`config.mk`:
```
export PLATFORM = sky130hd
export DESIGN_NAME = reg_and_not_reg_input_mul_with_accum
export DESIGN_NICKNAME = d
export VERILOG_FILES = /design/src/rtl/reg_and_not_reg_input_mul_with_accum_pkg.sv /design/src/rtl/reg_and_not_reg_input_mul_with_accum_mul_accum_core.sv /design/src/rtl/reg_and_not_reg_input_mul_with_accum.sv
export SDC_FILE = /design/constraint.sdc
export NUM_CORES = 1
export LEC_CHECK = 0
export BUFFER_PORTS_ARGS = -buffer_cell sky130_fd_sc_hd__buf_2
export CAP_MARGIN = 15
export CORE_MARGIN = 4
export CORE_UTILIZATION = 59
export CTS_CLUSTER_DIAMETER = 30
export DETAILED_ROUTE_END_ITERATION = 16
export GPL_TIMING_DRIVEN = 0
export PLACE_DENSITY = 0.92
export SLEW_MARGIN = 20
export SYNTH_ARGS = -nofsm -noshare
export SYNTH_HDL_FRONTEND = slang
export SYNTH_SLANG_ARGS = --single-unit
export TNS_END_PERCENT = 10
```
`constraint.sdc`:
```
create_clock -name clk -period 8.6 [get_ports clk]
set_input_delay 0.86 -clock clk [delete_from_list [all_inputs] [get_ports clk]]
set_output_delay 0.86 -clock clk [all_outputs]
set_load 0.02 [all_outputs]
```
`src/rtl/reg_and_not_reg_input_mul_with_accum_pkg.sv`:
```
// Shared widths, signed operand/accumulator types and the accumulate step
// used by the multiply-accumulate datapath.
package reg_and_not_reg_input_mul_with_accum_pkg;

   localparam int A_W = 20;
   localparam int B_W = 18;
   localparam int P_W = 38;

   typedef logic signed [A_W-1:0] op_a_t;
   typedef logic signed [B_W-1:0] op_b_t;
   typedef logic signed [P_W-1:0] acc_t;

   // One accumulate step; plain modular arithmetic, so overflow wraps.
   function automatic acc_t accum_step(input acc_t acc, input acc_t prod, input logic sub);
      return sub ? (acc - prod) : (acc + prod);
   endfunction

endpackage

```
`src/rtl/reg_and_not_reg_input_mul_with_accum_mul_accum_core.sv`:
```
// Signed multiply followed by an add/subtract accumulator register.
module mul_accum_core
   import reg_and_not_reg_input_mul_with_accum_pkg::*;
(
   input  logic  clk,
   input  logic  reset,
   input  logic  subtract_i,
   input  op_a_t a,
   input  op_b_t b,
   output acc_t  p
);

   acc_t product;

   // Operands are sign-extended to the full width first so nothing is lost.
   assign product = acc_t'(a) * acc_t'(b);

   always_ff @(posedge clk or negedge reset) begin
      if (!reset) begin
         p <= '0;
      end else begin
         p <= accum_step(p, product, subtract_i);
      end
   end

endmodule

```
`src/rtl/reg_and_not_reg_input_mul_with_accum.sv`:
```
// Multiply-accumulate with a registered A operand and a direct B operand.
module reg_and_not_reg_input_mul_with_accum
   import reg_and_not_reg_input_mul_with_accum_pkg::*;
(
   input  logic           clk,
   input  logic           reset,
   input  logic           subtract_i,
   input  logic [A_W-1:0] A,
   input  logic [B_W-1:0] B,
   output logic [P_W-1:0] P
);

   op_a_t a_q;
   acc_t  p_acc;

   // A takes one extra cycle to reach the multiplier; B does not.
   always_ff @(posedge clk or negedge reset) begin
      if (!reset) begin
         a_q <= '0;
      end else begin
         a_q <= op_a_t'(A);
      end
   end

   mul_accum_core u_core (
      .clk        (clk),
      .reset      (reset),
      .subtract_i (subtract_i),
      .a          (a_q),
      .b          (op_b_t'(B)),
      .p          (p_acc)
   );

   assign P = p_acc;

endmodule

```
==> results.cfg <==
[global_route]
antenna_found_initial = 0
grt_busiest_layer = met2
grt_first_pass_wirelength_um = 82780
grt_overflow = 0
grt_usage_pct = 31.78
grtUsageMet3_pct = 7.630
use_met2_pct = 53.84
met1_usage_pct = 38.67
grt_max_degree = 59
first_global_vias = 15967

[drt]
vias = 14448
drt_iter0_markers = 1395
wl_per_cell_um = 20.75
dr.pass1.iters = 5
drtAntennaViolNets = 0
drcViolationCount = 0
via_per_inst = 5.924
totalWireLength_um = 50600

[status]
outcome = complete, but fails checks
violations = setup timing

[finish]
area_growth_pct = 11.15
nets = 2587
final_layout_size_suffix_gt1_share_pct = 12.17

[floorplanning]
die_x_um = 180.5
core_um2 = 29010
io_pins = 79
die-area_um2 = 32580
fp.dieH_um = 180.5
initial_core_util_pct = 60.52
fp-row-count = 62

[run]
cap_violations = 0

[clock_tree]
insertion_delay_ps = 360
cts.sinks = 58
cts_buffers = 9
cts_tree = built
h-tree-depth = 3
clk_path_buf_depth = 2
cts-root-buf = clkbuf_16
cts-hold-fix-buffers = 0
path_clk_slew_ps = 60

[logic_synthesis]
synth_top_area_cell = fa_1
syn_avg_cell_area_um2 = 8.977
synth_edf_count = 0
synth.area.top_cells = fa_1 (41%), ha_1 (9.6%), inv_1 (9.2%)
synth_top_area_share_pct = 41.27
syn-num-nets = 2494
synth-main-ff-cell = dfrtp_1
syn_area_um2 = 17560
synth-seq-area-share_pct = 8.266
ys_ff_latch = 58
yosys_warnings = 0
synth_cell_types = 69
synthCells = 1956
async_reset_ff_share_pct = 100.0

[timing]
setup_viol = 5
max-slew-margin-rel_pct = 46.85
setup_tns_ps = -365.9
finClkSkew_ps = 15.80
drv_slew = 0
rsz0062_at_grt = yes
hold_viol_final = 0
fin_crit_ps = 8721
tightest_slew_ps = 797.3
fmax_mhz = 114.7
post-route-period-util_pct = 101.4
worst_slack_ps = -120.6

[placed_design]
port_buffers = 62
globalplace.congestion = 1.004
hpwl_um = 39400

[critical_path]
cp_max_fo = 10
critPathCaptureType = flip-flop
timing.critical_path.mode_cell = fa_1
cp.arrival_ps = 8960
cp_slowest_cell = fa_1
start_kind = primary input
path_class = primary input to flip-flop
slowest_delay_ps = 570
crit_required_ps = 8840

[hold_path]
hold_class = primary input to asynchronous set/reset pin
-- Yosys cell counts, types with 2 or more instances --
library cell / number
nand2b_1: 14
nand2_1: 207
and2_1: 182
or2_2: 4
o211ai_1: 7
and4_1: 4
a31o_2: 2
nor2b_1: 6
nor3b_1: 3
nor4b_1: 3
a21o_1: 27
nand4_1: 11
xnor2_1: 75
o21ai_0: 43
o21ai_1: 2
a21boi_0: 3
o41a_1: 2
a21oi_1: 71
nor4_1: 6
fa_1: 362
a31oi_1: 9
a2111oi_0: 2
o21bai_1: 11
clkbuf_1: 65
xor2_1: 32
nor3_1: 17
a41oi_1: 2
a211oi_1: 9
nand3_1: 13
o31ai_1: 3
buf_2: 2
dfrtp_1: 58
or3_1: 3
and3_1: 5
ha_1: 135
nor2_1: 80
o21a_1: 10
o2bb2ai_1: 2
or4_1: 3
inv_1: 432
-- worst max-delay path, delay by kind of cell --
family | cells | cell delay (ps)
AND/OR/NAND/NOR | 7 | 1300
XOR/XNOR | 2 | 420
adder cells (fa/ha/maj) | 8 | 3710
AO/OA/AOI/OAI | 9 | 1940
buffers and inverters | 5 | 730
-- registers in the layout (all words and copies together) (netlist names) --
register and flops:
a_q 20, u_core.p 38
-- layer usage --
metal | vias up | wire length [µm] | part of all wire (%)
met4 | 0 | 2832 | 5.6
met2 | 902 | 24780 | 49
met1 | 7137 | 18220 | 36
met3 | 250 | 4764 | 9.4
met5 | - | 0 | 0
li1 | 6159 | - | -
-- cell usage in the layout, fill, tap and decap left out, types with 14 or more instances in the layout --
cell        n
o21ai_0    34
inv_1     430
buf_4      30
nand2b_1   14
and2_1    180
nor2_1     80
fa_1      357
dfrtp_2    17
ha_1      124
nand2_1   206
xor2_1     31
a21oi_1    62
nor3_1     16
buf_2      63
a21o_1     27
clkbuf_2   22
xnor2_1    69
clkbuf_4   15
dfrtp_1    41
-- metrics by stage --
step	worst slack (ps)	hold WS (ps)	cell area [µm²]	instances	utilization, %
after CTS	-0.09059	605.0	19340	2434	66.67
after floorplan	28.58	564.4	17600	1956	-
final	-120.6	562.3	19520	2439	67.26
after global placement	-1316	587.2	18390	2402	63.39
after detailed placement	-1552	614.6	18390	2402	63.39
after global routing	-402.9	606.9	19510	2438	67.25
-- logic make-up (layout without fill, tap and decap cells) --
| logic type | Yosys count | in the layout | synth area share, % |
|---|---|---|---|
| muxes | 1 | 1 | 0.05701 |
| adders and majority gates | 497 | 497 | 50.89 |
| AOI/OAI and AO/OA | 228 | 228 | 8.680 |
| other | 0 | 1 | 0 |
| DFF | 58 | 58 | 8.266 |
| and+or+nand+nor | 565 | 565 | 16.06 |
| xor gates and xnor gates | 107 | 107 | 5.337 |
| buffers and inverters | 500 | 598 | 10.71 |
-- path summary, 6_finish.rpt --
check,slack [ps],depth (start not counted),from,to
worst max-delay path,-120,31,B[17],u_core.p[37]
min in group clk,600,1,A[8],a_q[8]
worst min register to register,620,2,u_core.p[36],u_core.p[36]
worst min-delay path,560,1,reset,u_core.p[32]
worst max register to register,-90,32,a_q[5],u_core.p[37]
max in group asynchronous,7430,1,reset,a_q[5]
-- final cells by class --
| class | instances | area (µm²) |
|---|---|---|
| multi-input cells | 1398 | 14640 |
| fillers | 2053 | 9498 |
| inverters | 432 | 1625 |
| plain buffers | 60 | 407.9 |
| flip-flops and latches | 58 | 1473 |
| clock inverters | 7 | 125.1 |
| clock buffers | 9 | 225.2 |
| repair buffers | 90 | 538.0 |
| diodes | 1 | 2.502 |
| well taps | 384 | 480.5 |
-- timing repair --
item / 4_1_cts / 5_1_grt
pin swaps: 28 / 13
setup buffers: 21 / 7
setup endpoints to repair: 16 / 17
resized for setup: 144 / 38
Power is left out: the tool's default activity adds up to more than one toggle a clock period on the data nets, which glitch-free logic cannot reach.
